File: src/rtl/sha_dit_pkg.sv
// Shared types and default widths for the sha1 data-independent-timing miter.
package sha_dit_pkg;

  localparam int DEF_DATA_W = 32;
  localparam int DEF_CMD_W  = 3;
  localparam int DEF_STAT_W = 4;
  localparam int DEF_CNT_W  = 16;
  localparam int WARM_W     = 8;

  typedef enum logic [1:0] {
    S_WARMUP,
    S_ARMED,
    S_DIVERGED,
    S_VOID
  } mon_state_t;

  // True when the requested port widths are the ones the sha1 core really has.
  function automatic bit widths_match(int data_w, int cmd_w, int stat_w);
    return (data_w == DEF_DATA_W) && (cmd_w == DEF_CMD_W) && (stat_w == DEF_STAT_W);
  endfunction

endpackage

File: src/rtl/dit_monitor.sv
// Divergence monitor: compares two copies' status (and optionally data) while
// their control agrees, and latches the first cycle where they differ.
module dit_monitor
  import sha_dit_pkg::*;
#(
  parameter int STAT_W     = DEF_STAT_W,
  parameter int DATA_W     = DEF_DATA_W,
  parameter int CMD_W      = DEF_CMD_W,
  parameter int CNT_W      = DEF_CNT_W,
  parameter int WARMUP_CYC = 0,
  parameter int CMP_DATA   = 0
) (
  input  logic              clk,
  input  logic              rst,
  input  logic [CMD_W-1:0]  cmd1,
  input  logic              cmd_w1,
  input  logic [CMD_W-1:0]  cmd2,
  input  logic              cmd_w2,
  input  logic [STAT_W-1:0] stat1,
  input  logic [STAT_W-1:0] stat2,
  input  logic [DATA_W-1:0] data1,
  input  logic [DATA_W-1:0] data2,
  output logic              armed,
  output logic              diverged,
  output logic              ctrl_void,
  output logic [CNT_W-1:0]  div_cycle,
  output logic [STAT_W-1:0] div_stat1,
  output logic [STAT_W-1:0] div_stat2
);

  localparam logic [WARM_W-1:0] WARM_LAST = WARM_W'(WARMUP_CYC);

  mon_state_t        state;
  logic [WARM_W-1:0] warm_cnt;
  logic [CNT_W-1:0]  cyc_cnt;
  logic              ctrl_mismatch;
  logic              out_mismatch;

  assign ctrl_mismatch = {cmd1, cmd_w1} != {cmd2, cmd_w2};
  assign out_mismatch  = (stat1 != stat2) || ((CMP_DATA != 0) && (data1 != data2));

  // Monitor FSM with saturating cycle counter; control mismatch outranks output mismatch.
  always_ff @(posedge clk) begin
    if (rst) begin
      state     <= S_WARMUP;
      warm_cnt  <= '0;
      cyc_cnt   <= '0;
      armed     <= 1'b0;
      diverged  <= 1'b0;
      ctrl_void <= 1'b0;
      div_cycle <= '0;
      div_stat1 <= '0;
      div_stat2 <= '0;
    end else begin
      if (cyc_cnt != {CNT_W{1'b1}}) cyc_cnt <= cyc_cnt + 1'b1;
      case (state)
        S_WARMUP: begin
          if (warm_cnt == WARM_LAST) begin
            state <= S_ARMED;
            armed <= 1'b1;
          end else begin
            warm_cnt <= warm_cnt + 1'b1;
          end
        end
        S_ARMED: begin
          if (ctrl_mismatch) begin
            state     <= S_VOID;
            armed     <= 1'b0;
            ctrl_void <= 1'b1;
          end else if (out_mismatch) begin
            state     <= S_DIVERGED;
            armed     <= 1'b0;
            diverged  <= 1'b1;
            div_cycle <= cyc_cnt;
            div_stat1 <= stat1;
            div_stat2 <= stat2;
          end
        end
        default: ;
      endcase
    end
  end

endmodule

File: src/rtl/sha1.sv
// Single-block SHA-1 core: 16 words are shifted in, 80 rounds run in fixed
// time, then the 5 digest words are read out by rotation through text_o.
// cmd_i: 001 load word, 010 start, 100 rotate digest. cmd_o = {busy, done, load_cnt}.
module sha1 (
  input  logic        clk,
  input  logic        rst,
  input  logic [31:0] text_i,
  output logic [31:0] text_o,
  input  logic [2:0]  cmd_i,
  input  logic        cmd_w_i,
  output logic [3:0]  cmd_o
);

  localparam logic [2:0] CMD_LOAD  = 3'b001;
  localparam logic [2:0] CMD_START = 3'b010;
  localparam logic [2:0] CMD_READ  = 3'b100;

  localparam logic [31:0] IV0 = 32'h67452301;
  localparam logic [31:0] IV1 = 32'hEFCDAB89;
  localparam logic [31:0] IV2 = 32'h98BADCFE;
  localparam logic [31:0] IV3 = 32'h10325476;
  localparam logic [31:0] IV4 = 32'hC3D2E1F0;

  logic [31:0] w [16];
  logic [31:0] h [5];
  logic [31:0] a, b, c, d, e;
  logic [6:0]  round;
  logic        busy;
  logic        done;
  logic [1:0]  load_cnt;
  logic [31:0] f_val, k_val, t_val, w_mix;

  // Round function, constant and message-schedule expansion for the current round.
  always_comb begin
    f_val = b ^ c ^ d;
    k_val = 32'hCA62C1D6;
    if (round < 7'd20) begin
      f_val = (b & c) | (~b & d);
      k_val = 32'h5A827999;
    end else if (round < 7'd40) begin
      f_val = b ^ c ^ d;
      k_val = 32'h6ED9EBA1;
    end else if (round < 7'd60) begin
      f_val = (b & c) | (b & d) | (c & d);
      k_val = 32'h8F1BBCDC;
    end
    t_val = {a[26:0], a[31:27]} + f_val + e + k_val + w[0];
    w_mix = w[13] ^ w[8] ^ w[2] ^ w[0];
  end

  // Command handling and the round engine; commands are ignored while busy.
  always_ff @(posedge clk) begin
    if (rst) begin
      busy     <= 1'b0;
      done     <= 1'b0;
      round    <= '0;
      load_cnt <= '0;
      a <= '0; b <= '0; c <= '0; d <= '0; e <= '0;
      for (int i = 0; i < 16; i++) w[i] <= '0;
      for (int i = 0; i < 5; i++)  h[i] <= '0;
    end else if (busy) begin
      a <= t_val;
      b <= a;
      c <= {b[1:0], b[31:2]};
      d <= c;
      e <= d;
      for (int i = 0; i < 15; i++) w[i] <= w[i+1];
      w[15] <= {w_mix[30:0], w_mix[31]};
      if (round == 7'd79) begin
        busy  <= 1'b0;
        done  <= 1'b1;
        round <= '0;
        h[0]  <= IV0 + t_val;
        h[1]  <= IV1 + a;
        h[2]  <= IV2 + {b[1:0], b[31:2]};
        h[3]  <= IV3 + c;
        h[4]  <= IV4 + d;
      end else begin
        round <= round + 7'd1;
      end
    end else if (cmd_w_i) begin
      case (cmd_i)
        CMD_LOAD: begin
          for (int i = 0; i < 15; i++) w[i] <= w[i+1];
          w[15]    <= text_i;
          load_cnt <= load_cnt + 2'd1;
          done     <= 1'b0;
        end
        CMD_START: begin
          busy  <= 1'b1;
          done  <= 1'b0;
          round <= '0;
          a <= IV0; b <= IV1; c <= IV2; d <= IV3; e <= IV4;
        end
        CMD_READ: begin
          for (int i = 0; i < 4; i++) h[i] <= h[i+1];
          h[4] <= h[0];
        end
        default: ;
      endcase
    end
  end

  assign text_o = h[0];
  assign cmd_o  = {busy, done, load_cnt};

endmodule

File: src/rtl/sha_dit_miter.sv
// Miter of two sha1 cores sharing clock/reset, with optional shared control
// and a divergence monitor watching their status and data outputs.
module sha_dit_miter
  import sha_dit_pkg::*;
#(
  parameter int DATA_W      = DEF_DATA_W,
  parameter int CMD_W       = DEF_CMD_W,
  parameter int STAT_W      = DEF_STAT_W,
  parameter int CNT_W       = DEF_CNT_W,
  parameter int WARMUP_CYC  = 0,
  parameter int SHARED_CTRL = 1,
  parameter int CMP_DATA    = 0
) (
  input  logic              clk,
  input  logic              rst,
  input  logic [DATA_W-1:0] text_i1,
  input  logic [DATA_W-1:0] text_i2,
  input  logic [CMD_W-1:0]  cmd_i1,
  input  logic [CMD_W-1:0]  cmd_i2,
  input  logic              cmd_w_i1,
  input  logic              cmd_w_i2,
  output logic [DATA_W-1:0] text_o1,
  output logic [DATA_W-1:0] text_o2,
  output logic [STAT_W-1:0] cmd_o1,
  output logic [STAT_W-1:0] cmd_o2,
  output logic              armed,
  output logic              diverged,
  output logic              ctrl_void,
  output logic [CNT_W-1:0]  div_cycle,
  output logic [STAT_W-1:0] div_stat1,
  output logic [STAT_W-1:0] div_stat2
);

  localparam bit WIDTHS_OK = widths_match(DATA_W, CMD_W, STAT_W);

  if (!WIDTHS_OK) begin : g_width_check
    $error("sha_dit_miter widths must match the sha1 core (32/3/4)");
  end

  logic [CMD_W-1:0] cmd_c2;
  logic             cmd_w_c2;

  // With shared control copy 2 follows copy 1, so the monitor never sees a control mismatch.
  assign cmd_c2   = (SHARED_CTRL != 0) ? cmd_i1   : cmd_i2;
  assign cmd_w_c2 = (SHARED_CTRL != 0) ? cmd_w_i1 : cmd_w_i2;

  sha1 u_core1 (
    .clk     (clk),
    .rst     (rst),
    .text_i  (text_i1),
    .text_o  (text_o1),
    .cmd_i   (cmd_i1),
    .cmd_w_i (cmd_w_i1),
    .cmd_o   (cmd_o1)
  );

  sha1 u_core2 (
    .clk     (clk),
    .rst     (rst),
    .text_i  (text_i2),
    .text_o  (text_o2),
    .cmd_i   (cmd_c2),
    .cmd_w_i (cmd_w_c2),
    .cmd_o   (cmd_o2)
  );

  dit_monitor #(
    .STAT_W     (STAT_W),
    .DATA_W     (DATA_W),
    .CMD_W      (CMD_W),
    .CNT_W      (CNT_W),
    .WARMUP_CYC (WARMUP_CYC),
    .CMP_DATA   (CMP_DATA)
  ) u_monitor (
    .clk       (clk),
    .rst       (rst),
    .cmd1      (cmd_i1),
    .cmd_w1    (cmd_w_i1),
    .cmd2      (cmd_c2),
    .cmd_w2    (cmd_w_c2),
    .stat1     (cmd_o1),
    .stat2     (cmd_o2),
    .data1     (text_o1),
    .data2     (text_o2),
    .armed     (armed),
    .diverged  (diverged),
    .ctrl_void (ctrl_void),
    .div_cycle (div_cycle),
    .div_stat1 (div_stat1),
    .div_stat2 (div_stat2)
  );

endmodule
File: config.mk
export PLATFORM = sky130hd
export DESIGN_NAME = sha_dit_miter
export DESIGN_NICKNAME = d
export VERILOG_FILES = /design/src/rtl/sha_dit_pkg.sv /design/src/rtl/dit_monitor.sv /design/src/rtl/sha1.sv /design/src/rtl/sha_dit_miter.sv
export SDC_FILE = /design/constraint.sdc
export NUM_CORES = 2
export LEC_CHECK = 0
export BUFFER_PORTS_ARGS = -buffer_cell sky130_fd_sc_hd__buf_4
export CAP_MARGIN = 10
export CORE_ASPECT_RATIO = 1.75
export CORE_MARGIN = 5
export CORE_UTILIZATION = 50
export DETAILED_ROUTE_END_ITERATION = 10
export GPL_TIMING_DRIVEN = 0
export PLACE_DENSITY_LB_ADDON = 0.15
export SLEW_MARGIN = 20
export SYNTH_ARGS = -nofsm -noshare
export SYNTH_HDL_FRONTEND = slang
export SYNTH_SLANG_ARGS = --single-unit
File: constraint.sdc
create_clock -name clk -period 11.1 [get_ports clk]
set_input_delay 1.11 -clock clk [delete_from_list [all_inputs] [get_ports clk]]
set_output_delay 1.11 -clock clk [all_outputs]
set_load 0.02 [all_outputs]
==> impl_metrics.csv <==
group,metric,value,unit
logic_synthesis,yosysSeqAreaShare,58.28,%
critical_path,arrival,10.29,ns
detailed_routing,num_vias,54230,
detailed_routing,first_pass_iters,7,
timing,finalSetupViolations,0,
global_route,grt_usage,27.74,%
logic_synthesis,synth_area_leader_cell,"edfxtp_1",
timing,final_max_slew_viol_count,0,
die,initial_core_util,50.25,%
outcome,status,"finished, final reports clean",
worst_hold_path,holdPathEnd,"u_core1.e[25]",
logic_synthesis,synth_area_leaders,"edfxtp_1, dfxtp_1, fa_1, and2_1, xnor2_1",
die,dieArea,174000,µm²
timing,finalCritPeriodShare,88.11,%
critical_path,r2r_end,"u_core1.h[0][30]",
die,core_area,164700,µm²
clocking,cts_hold_buf,0,
logic_synthesis,netlist_area,82740,µm²
timing,rsz0062_at_grt,"no",
timing,fin_ws,1.320,ns
finish,final_util,56.41,%
finish,syn_to_final_growth,12.26,%
critical_path,r2r_slack,1.32,ns
critical_path,required,11.61,ns
power_and_ir_drop,leakagePower,35.90,nW
critical_path,critical_path_class,"reg2reg",
clocking,clkTransAtPathRegs,0.06,ns
clocking,post-cts-setup-buffers,0,
detailed_routing,viasPerCell,5.720,
detailed_routing,drt-initial-drc-count,4629,
global_route,grt_overflow,0,
run,drv_cap,0,
logic_synthesis,synthArstFlopShare,0,%
logic_synthesis,ys_types,107,
logic_synthesis,synth_ff_type,"edfxtp_1",
critical_path,endpoint_kind,"flip-flop",
clocking,cts_buffers,170,
critical_path,critPathLaunchType,"flip-flop",
place,gp_congestion,0.9598,
critical_path,cp_common_cell,"fa_1",
critical_path,cp_max_fo,10,
timing,tightest_slew,1.234,ns
power_and_ir_drop,powerDensity,171.6,nW/µm²
logic_synthesis,ys_seq_elements,1737,
global_route,antenna_found_initial,8,
critical_path,cp_slowest_cell,"a311oi_1",
power_and_ir_drop,worst_ir_drop_vdd,0.1125,mV
place,io_buffers,166,
worst_hold_path,holdCritStartpoint,"u_core1.e[25]",
clocking,cts-resized-gates,0,
die,io-pin-count,173,
timing,slew-limit-headroom,17.75,%
finish,drive_gt1_share,9.491,%
clocking,clk_latency,0.81,ns
place,place_ws,1.327,ns
logic_synthesis,synth_edf_count,1344,
global_route,grt_first_pass_wirelength,360600,µm
timing,hold_violations,0,
timing,fin_crit,9.780,ns
logic_synthesis,synthCells,6797,
clocking,cts_tree,"built",
logic_synthesis,syn_nets,7206,
die,die_h,548.1,µm
timing,fmax,0.1023,GHz
global_route,grt_pass1_vias,54700,
detailed_routing,drc_errors,0,
logic_synthesis,yosys_warnings,0,
worst_hold_path,holdCritPathClass,"reg2reg",
worst_hold_path,holdPathStages,2,
critical_path,worstRegToRegCells,27,
clocking,clock-root-buffer,"clkbuf_16",
finish,nNetsFinal,7571,
timing,fin_skew,0.03024,ns
clocking,clockBufferDepth,4,
detailed_routing,wl_per_cell,26.15,µm
detailed_routing,ant_nets,0,
die,dieWidth,317.5,µm
clocking,clock-sinks,1737,
logic_synthesis,synth_area_per_cell,12.17,µm²
die,rows,197,
place,dp_hpwl,185200,µm
critical_path,crit_path_max_incr_delay,0.72,ns
logic_synthesis,synth_top_cell_area_share,48.78,%
clocking,cts_max_level,4,
critical_path,rr_startpoint,"u_core1.round[4]",
detailed_routing,routed_wirelength,247900,µm
global_route,grt_max_degree,61,
sequential cells by signal, summed over array words and instances (netlist names), 160 cells and up:
| name | cells |
|---|---|
| u_core2.w | 512 |
| u_core2.h | 160 |
| u_core1.w | 512 |
| u_core1.h | 160 |
power by group:
part | internal, mW | switching [mW] | total [mW]
combinational | 0.867 | 1.62 | 2.49
clock | 3.28 | 2.53 | 5.81
sequential | 7.41 | 0.225 | 7.64
cells in the final DEF, fill, tap and decap left out, types with 13 or more instances in the layout:
| cell type | n |
|---|---|
| a21oi_1 | 146 |
| clkbuf_1 | 395 |
| inv_1 | 368 |
| buf_12 | 13 |
| mux2i_1 | 74 |
| o221a_2 | 123 |
| clkinv_2 | 28 |
| nor2b_1 | 342 |
| a211oi_1 | 92 |
| dfxtp_1 | 393 |
| o221ai_1 | 30 |
| o21ai_1 | 17 |
| nand3_1 | 56 |
| a221oi_1 | 25 |
| buf_4 | 206 |
| bufinv_16 | 13 |
| nand2_1 | 539 |
| nor2_1 | 268 |
| xor2_1 | 261 |
| and3_1 | 29 |
| a31oi_1 | 19 |
| a21o_1 | 50 |
| clkinv_1 | 28 |
| nand2b_1 | 22 |
| and2_1 | 655 |
| nand4_1 | 17 |
| fa_1 | 239 |
| edfxtp_1 | 1344 |
| a22o_1 | 143 |
| nor3_1 | 47 |
| clkbuf_16 | 177 |
| xnor2_1 | 284 |
| buf_16 | 13 |
| o21ai_0 | 418 |
| o21bai_1 | 15 |
| ha_1 | 96 |
| or3_1 | 18 |
metrics by stage:
| step | instance area (µm²) | std cells | total power [mW] | setup TNS [ns] | hold slack [ns] |
|---|---|---|---|---|---|
| final | 92880 | 9481 | 15.94 | 0 | 0.4664 |
| after CTS | 92870 | 9479 | 15.99 | 0 | 0.4686 |
| after floorplan | 82740 | 6797 | 9.376 | 0 | 0.4353 |
| after global placement | 86730 | 9152 | 10.27 | -3121.82 | 0.4524 |
| after detailed placement | 87460 | 9178 | 10.22 | 0 | 0.4600 |
| after global routing | 92880 | 9481 | 16.46 | 0 | 0.4805 |
per-layer routing:
metal	GRT usage, %	share of wire [%]	vias up
met1	34.79	39	27240
met3	3.508	5.5	596
met5	0	0.012	-
li1	-	-	24480
met4	13.01	5.5	4
met2	48.09	49	1905
kinds of logic after synthesis:
group | synth area share, %
AND/OR/NAND/NOR | 13.18
flip-flops | 58.28
AO/OA/AOI/OAI | 10.67
buffers and inverters | 3.894
XOR/XNOR | 5.828
adder cells (fa/ha/maj) | 7.234
multiplexers | 0.9088
other | 0.004532
critical path: cells and delay by family (launching register included):
family	cells	cell delay (ns)
DFF	1	0.30
buffers and inverters	6	1.60
adders and majority gates	5	2.19
AOI/OAI and AO/OA	9	3.38
and+or+nand+nor	6	1.57
xor gates and xnor gates	1	0.40
area by class of cell:
class	instances	area, µm²
timing repair buffer	193	1867
buffer	431	1844
fill	14110	71770
sequential	1737	48230
inverter	371	1393
multi-input combinational	4258	31410
clock buffer	225	4700
tap	2189	2739
antenna	1	2.502
clock inverter	76	705.7
synth_stat cells, types with 74 or more instances:
cell type	count
a211oi_1	92
a21oi_1	146
a22o_1	143
and2_1	655
clkbuf_1	368
dfxtp_1	393
edfxtp_1	1344
fa_1	239
ha_1	96
inv_1	368
mux2i_1	74
nand2_1	539
nor2_1	270
nor2b_1	342
o21ai_0	418
o221a_2	123
xnor2_1	284
xor2_1	261
worst max-delay path by stage:
stage,start,endpoint,cells past startpoint
detailed placement,u_core1.round[4],u_core1.h[0][30],27
CTS,u_core1.round[4],u_core1.h[0][30],27
finish,u_core1.round[4],u_core1.h[0][30],27
floorplan,rst,u_core1.w[0][0],4
global route,u_core1.round[4],u_core1.h[0][30],27
global placement,rst,u_core1.w[3][14],4
(Power assumes the default switching activity.)
